## config.mk

```make
export PLATFORM = sky130hd
export DESIGN_NAME = alu_core
export DESIGN_NICKNAME = d
export VERILOG_FILES = /design/src/rtl/alu_core.sv
export SDC_FILE = /design/constraint.sdc
export NUM_CORES = 1
export LEC_CHECK = 0
export BUFFER_PORTS_ARGS = -buffer_cell sky130_fd_sc_hd__buf_4
export CAP_MARGIN = 30
export CORE_MARGIN = 2
export CORE_UTILIZATION = 50
export DETAILED_ROUTE_END_ITERATION = 10
export GPL_TIMING_DRIVEN = 0
export PLACE_DENSITY_LB_ADDON = 0.05
export SYNTH_ARGS = -nofsm -noshare
export SYNTH_HDL_FRONTEND = slang
export SYNTH_SLANG_ARGS = --single-unit
```

## constraint.sdc

```tcl
create_clock -name clk -period 10.63 [get_ports clk]
set_clock_uncertainty 0.15 [all_clocks]
set_input_delay 0.5315 -clock clk [delete_from_list [all_inputs] [get_ports clk]]
set_output_delay 0.5315 -clock clk [all_outputs]
set_load 0.005 [all_outputs]
```

## src/rtl/alu_core.sv

```systemverilog
// alu_core
//   64-bit integer ALU for the execute stage of a single-cycle LEGv8 datapath.
//   The result and zero outputs are purely combinational from a, b and
//   ALUControl. A 4-bit NZCV flag register loads the flags of the current
//   operation on the rising clock edge when flag_we is high.
//
// Ports
//   clk         in   1   system clock; the NZCV register updates on the rising edge
//   reset       in   1   asynchronous, active-high; clears the flag register
//   a           in   N   operand A (Rn)
//   b           in   N   operand B (Rm or an already extended immediate)
//   ALUControl  in   4   operation select
//   flag_we     in   1   1 = load NZCV from the current operation at the next posedge
//   result      out  N   operation result (combinational)
//   zero        out  1   1 when result == 0 (combinational)
//   flags       out  4   registered {N,Z,C,V}
module alu_core #(
  parameter int N = 64
) (
  input  logic         clk,
  input  logic         reset,
  input  logic [N-1:0] a,
  input  logic [N-1:0] b,
  input  logic [3:0]   ALUControl,
  input  logic         flag_we,
  output logic [N-1:0] result,
  output logic         zero,
  output logic [3:0]   flags
);

  localparam logic [3:0] OP_AND   = 4'b0000;
  localparam logic [3:0] OP_ORR   = 4'b0001;
  localparam logic [3:0] OP_ADD   = 4'b0010;
  localparam logic [3:0] OP_SUB   = 4'b0110;
  localparam logic [3:0] OP_PASSB = 4'b0111;

  logic         is_sub;
  logic [N-1:0] add_b;
  logic [N:0]   sum_ext;
  logic         n_flag;
  logic         z_flag;
  logic         c_flag;
  logic         v_flag;
  logic [3:0]   flags_d;
  logic [3:0]   flags_q;

  // ADD and SUB share one adder: subtraction is a + ~b + 1, so the carry
  // out of the extended sum is the "no borrow" flag directly.
  always_comb begin
    is_sub  = (ALUControl == OP_SUB);
    add_b   = is_sub ? ~b : b;
    sum_ext = {1'b0, a} + {1'b0, add_b} + {{N{1'b0}}, is_sub};
  end

  // Result select; unused codes drive zero so nothing undefined escapes.
  always_comb begin
    result = '0;
    case (ALUControl)
      OP_AND:   result = a & b;
      OP_ORR:   result = a | b;
      OP_ADD:   result = sum_ext[N-1:0];
      OP_SUB:   result = sum_ext[N-1:0];
      OP_PASSB: result = b;
      default:  result = '0;
    endcase
    zero = (result == '0);
  end

  // Next NZCV values; C and V are only meaningful for the arithmetic ops.
  always_comb begin
    n_flag = result[N-1];
    z_flag = zero;
    c_flag = 1'b0;
    v_flag = 1'b0;
    case (ALUControl)
      OP_ADD: begin
        c_flag = sum_ext[N];
        v_flag = (a[N-1] == b[N-1]) && (result[N-1] != a[N-1]);
      end
      OP_SUB: begin
        c_flag = sum_ext[N];
        v_flag = (a[N-1] != b[N-1]) && (result[N-1] != a[N-1]);
      end
      default: begin
        c_flag = 1'b0;
        v_flag = 1'b0;
      end
    endcase
    flags_d = flag_we ? {n_flag, z_flag, c_flag, v_flag} : flags_q;
  end

  // Flag register; reset clears it immediately, independent of the clock.
  always_ff @(posedge clk or posedge reset) begin
    if (reset) begin
      flags_q <= 4'b0000;
    end else begin
      flags_q <= flags_d;
    end
  end

  assign flags = flags_q;

endmodule

```

==> out/qor.csv, run 1 <==
metric,value,unit
Syn Inst Count,1178,
HPWL Detailed,30200,um
"area leader, netlist",ha_1,
Final Instance Area,9420,um^2
async set-reset flop share out of synthesis,100,%
Synth cell types,88,
sequential fraction of the synthesis area,1.32,%
Peak Freq,0.130,GHz
post-synthesis mux area share,1.22,%
root buf cell,clkbuf_16,
synthesis-stage register bit count,4,
GRT overflow,0,
crit path DAT,7.02,ns
Critical Path Start Type,input port,
DR WL/cell,23.5,um
mean post-synth cell area,6.42,um^2
minimum clock period,7.70,ns
crit end category,output pin,
Setup Buffers After CTS,0,
PortBufs,202,
PD cells,73.4,nW/um^2
"Core Util, Final",64.3,%
Worst-Skew Late Latency,0.22,ns
Hold/Removal Path Class,in -> async,
mapped cell area,7570,um^2
max cap viols,0,
clk sink count,4,
dpl cell area,9330,um^2
"Period Utilization, post-route",72.5,%
number of flip-flops in the largest register,4,
relative slew slack,12.5,%
Vias/cell,6.86,
first-pass GRT wire length,55000,um
largest family of logic cells by synthesized area,compound AO/OA/AOI/OAI gates,
Fin Setup TNS,0,ns
DRC violations left,0,
CTS Buf Count,3,
initial antenna violation count,0,
ant diodes,0,
Die Y,127,um
RSZ-0062 raised after global routing,false,
outcome,"complete, no violations",
DRT Pass-1 Iters,7,
GP Congestion,1.06,
Post-Synth Adder-Cell Area,14.2,%
post-placement cell count,1566,
"EDFF count, synth",0,
CTS tree,done,
fraction of the mapped netlist area in simple logic gates,26.9,%
Die Wd,127,um
Ports,204,
vias,10800,
nets@finish,1600,
core area,14600,um^2
final wirelength,36900,um
largest net degree at the start of global routing,11,
die area,16100,um^2
crit-path max FO,10,
H-tree Lvls,1,
Synth Net Count,1390,
initial core utilization,51.7,%
vias in the first global route,9903,
"CTS clk-pin slew, worst paths",0.03,ns
post-cts sizing count,0,
Slew @ Worst Pin,1.28,ns
First DRT Iteration DRCs,1553,
most area-consuming cells after synthesis,"ha_1 (13%), xnor2_1 (9.4%), nand2_1 (8.5%), o21ai_0 (8.1%), a21oi_1 (6.8%)",
required time worst endpoint,9.95,ns
Post-Synth XOR/XNOR Area,12.0,%
layout cell share with drive strength beyond 1,17.7,%
Syn. warnings,0,
most common flop cell mapped by yosys,dfrtp_1,
complex-gate fraction of the synthesized area,39.1,%
GRT Util Overall,43.5,%
leakage power,3.97,nW
final hold vios,0,
"Slew Viols, Final",0,
ANT nets after route,0,
peak supply drop,0.0000529,V
Synth top area share,12.6,%
CP Class,in -> out,
hold-fix buffers at CTS,0,
area delta synth->final,24.5,%
CTS max path bufs,2,
final setup fails,0,
"Cell Count, Final, Fillers Out",1570,
# rows,44,
==> layer usage <==
metal	GRT usage (%)	share of wire, %
met1	57.3	39
met2	67.1	42
met3	10.4	14
met4	20.1	5.6
met5	0	0
==> power by group <==
part	internal [mW]	total [mW]	switching [mW]
sequential	0.0161	0.0167	0.000673
combinational	0.235	0.614	0.379
clock	0.0482	0.0602	0.0120
total	0.300	0.691	0.392
==> metrics by stage <==
step	power (mW)	hold WS [ns]	worst slack, ns
floorplan	0.384	0.148	4.79
global placement	0.597	0.282	3.20
detailed placement	0.602	0.299	3.22
CTS	0.666	0.0626	3.20
global route	0.732	0.0819	2.66
finish	0.691	0.0594	2.93
==> critical path, cell delays in order <==
cell	delay, ns
buf_6	0.11
nand4bb_4	0.17
clkbuf_1	0.70
buf_1	0.84
xnor2_1	0.14
ha_1	0.45
nand2_1	0.14
o21ai_1	0.33
a21oi_1	0.23
nor4_2	0.43
nor3_1	0.12
or4_4	0.59
or4_1	0.45
nor4_1	0.40
nand4_1	0.25
or4_1	0.67
nor4_1	0.30
buf_4	0.16
==> cells in the mapped netlist (11+ instances only) <==
master and n:
a21o_1 28, nand2b_1 11, o221ai_1 16, xnor2_1 81, a211oi_1 13, clkbuf_1 52, a22oi_1 12, nor4_1 15
o21ai_1 14, a2bb2oi_1 27, nor2_1 90, inv_1 26, o31ai_1 11, ha_1 76, o21ai_0 122, a21oi_1 103
o211ai_1 13, nand3_1 26, nand4_1 38, nand2_1 171, nor3_1 26, xor2_1 23
==> layout by cell type, fill, tap and decap left out, types with 6 or more instances in the layout <==
master | netlist | routed
a2bb2oi_1 | 27 | 27
buf_2 | 8 | 9
a21o_1 | 28 | 28
nand2b_1 | 11 | 11
a22oi_1 | 12 | 12
o211ai_1 | 13 | 13
mux2i_1 | 7 | 7
ha_1 | 76 | 76
a31oi_1 | 10 | 10
nand4_1 | 38 | 38
xor2_1 | 23 | 23
nor4_1 | 15 | 15
maj3_1 | 10 | 10
inv_1 | 26 | 26
nand2_1 | 171 | 171
xnor2_1 | 81 | 81
a211o_1 | 6 | 6
a211oi_1 | 13 | 13
o21bai_1 | 6 | 6
a21oi_1 | 103 | 103
or4_1 | 7 | 7
nor2_1 | 90 | 90
o21ai_1 | 14 | 14
nor3_1 | 26 | 26
o21ai_0 | 122 | 122
o31ai_1 | 11 | 11
nand3_1 | 26 | 26
buf_4 | 1 | 203
clkbuf_1 | 52 | 52
o221ai_1 | 16 | 16
buf_1 | 7 | 7
and3_1 | 9 | 9
==> final cells by class <==
class	instances	area, um^2
fill	1382	5220
clock buffer	3	75.1
multi-input combinational	1077	7070
timing repair buffer	205	1550
inverter	26	97.6
buffer	71	297
tap	184	230
sequential	4	100
==> worst paths after layout <==
| kind | startpoint | to | slack [ns] | depth (start not counted) |
|---|---|---|---|---|
| setup / recovery | ALUControl[3] | zero | 2.93 | 18 |
| setup reg to reg | flags[3] | flags[3] | 9.79 | 2 |
| min in group clk | flags[0] | flags[0] | 0.37 | 1 |
| hold / removal | reset | flags[0] | 0.06 | 2 |
| hold reg to reg | flags[0] | flags[0] | 0.37 | 1 |
| max in group asynchronous | reset | flags[2] | 10.09 | 2 |
==> cell families (layout without fill, tap and decap cells) <==
family                     count (synthesis)  after routing
xor gates and xnor gates                 104            104
adders and majority gates                 87             87
buffers and inverters                     97            305
DFF                                        4              4
muxes                                      9              9
and+or+nand+nor                          427            427
AOI/OAI and AO/OA                        450            450
Power figures use the tool's default switching activity.
==> run 2: changes to the inputs <==
clock period = 6.2 ns   (was 10.63 ns; I/O delays follow)
==> run 2 against run 1 <==
Final cell count about the same. Count of clock-buffer cells in the layout unchanged. Highest routed layer unchanged. Setup slack got worse by 2.8 ns. Sequential power increased by 72%. Largest cell class unchanged. Power increased by 73%. Clock power increased by 69%. Routed wire length increased by 0.54%. Hold slack improved by 0.14 ns. Critical path depth increased by 1. Via count increased by 0.43%.
==> out/qor.csv, run 2 (same netlist as run 1, synthesis figures left out) <==
metric,value,unit
"Period Utilization, post-route",98.5,%
area delta synth->final,25.7,%
ant diodes,0,
layout cell share with drive strength beyond 1,19.2,%
leakage power,4.01,nW
pre-CTS setup slack,-0.771,ns
nets@finish,1599,
PD cells,126,nW/um^2
CTS Buf Count,3,
final hold vios,0,
CP Class,in -> out,
number of flip-flops in the largest register,4,
DR WL/cell,23.7,um
"most common cell after layout, fill and taps aside",buf_4,
root buf cell,clkbuf_16,
Critical Path Start Type,input port,
GP Congestion,1.06,
final wirelength,37100,um
crit path DAT,5.65,ns
largest net degree at the start of global routing,12,
clk sink count,4,
die area,16100,um^2
first-pass GRT wire length,55100,um
CTS tree,done,
setup ws final,0.0948,ns
vias,10800,
initial antenna violation count,0,
Final Instance Area,9510,um^2
"commonest cells after routing, fill and taps aside","buf_4 (209), nand2_1 (171), o21ai_0 (120), a21oi_1 (101), nor2_1 (88)",
H-tree Lvls,1,
GRT Util Overall,43.5,%
Die Wd,127,um
crit end category,output pin,
peak supply drop,0.0000895,V
Ports,204,
Peak Freq,0.164,GHz
Die Y,127,um
core area,14600,um^2
required time worst endpoint,5.74,ns
HPWL Detailed,30200,um
# rows,44,
CTS max path bufs,2,
DRT Pass-1 Iters,6,
vias in the first global route,9891,
outcome,"complete, no violations",
GRT overflow,0,
"CTS clk-pin slew, worst paths",0.03,ns
Reg2Reg Depth,2,
Vias/cell,6.89,
PortBufs,202,
max cap viols,0,
RSZ-0062 raised after global routing,false,
initial core utilization,51.7,%
final hold slack,0.203,ns
DRC violations left,0,
First DRT Iteration DRCs,1621,
ANT nets after route,0,
Hold/Removal Path Class,in -> reg,
Slew @ Worst Pin,1.17,ns
Hold Path Depth,2,
final setup fails,0,
"Slew Viols, Final",0,
minimum clock period,6.11,ns
dpl cell area,9330,um^2
total power,1.20,mW
Worst-Skew Late Latency,0.22,ns
"Core Util, Final",64.9,%
relative slew slack,20.3,%
crit-path max FO,10,
[run 2: metal layers]
layer | up-vias | part of all wire, % | global-route usage [%]
met5 | - | 0 | 0
li1 | 4874 | - | -
met3 | 161 | 14 | 9.80
met2 | 888 | 42 | 67.2
met4 | 0 | 5.5 | 20.0
met1 | 4894 | 38 | 57.8
[run 2: critical path, cell delays in order]
cell and delay [ns]:
buf_6 0.11, nand4bb_4 0.24, buf_4 0.24, clkbuf_1 0.16, buf_8 0.18, xnor2_1 0.13, ha_1 0.26, clkbuf_1 0.30
nand2_1 0.18, nor2_1 0.34, o2111a_2 0.37, nor3_1 0.07, or4_4 0.58, or4_1 0.46, nor4_2 0.31, nand4_1 0.23
or4_1 0.67, nor4_1 0.29, buf_4 0.16
[run 2: repair_timing]
item                                    CTS  global route
hold buffers                              1             0
setup buffers                             0             2
endpoints found under the setup margin    2             1
gates resized for setup                  20            19
endpoints found under the hold margin     4             0
pin swaps                                 0             1
[run 2: layout make-up]
class,count,area [um^2]
inverters,26,97.6
well taps,184,230
plain buffers,68,317
clock buffers,3,75.1
repair buffers,207,1560
multi-input cells,1077,7130
flip-flops and latches,4,100
fillers,1385,5130
[run 2: metrics by stage]
stage	cells	setup TNS, ns
global route	1569	0
finish	1569	0
global placement	1564	-1.25
floorplan	1178	0
CTS	1569	0
detailed placement	1566	-1.28
[run 2: final timing paths]
| path | endpoint | start | slack (ns) |
|---|---|---|---|
| max | zero | ALUControl[3] | 0.09 |
| min | flags[2] | flag_we | 0.20 |
| max reg2reg | flags[3] | flags[3] | 5.36 |
| min reg2reg | flags[0] | flags[0] | 0.36 |
| max in group asynchronous | flags[2] | reset | 5.33 |
| min in group asynchronous | flags[0] | reset | 0.39 |
[run 2: report_power, final]
group          switching (mW)  total, mW  internal (mW)
clock network          0.0199      0.102         0.0826
registers             0.00111     0.0287         0.0276
logic                   0.658       1.07          0.408
total                   0.679       1.20          0.518
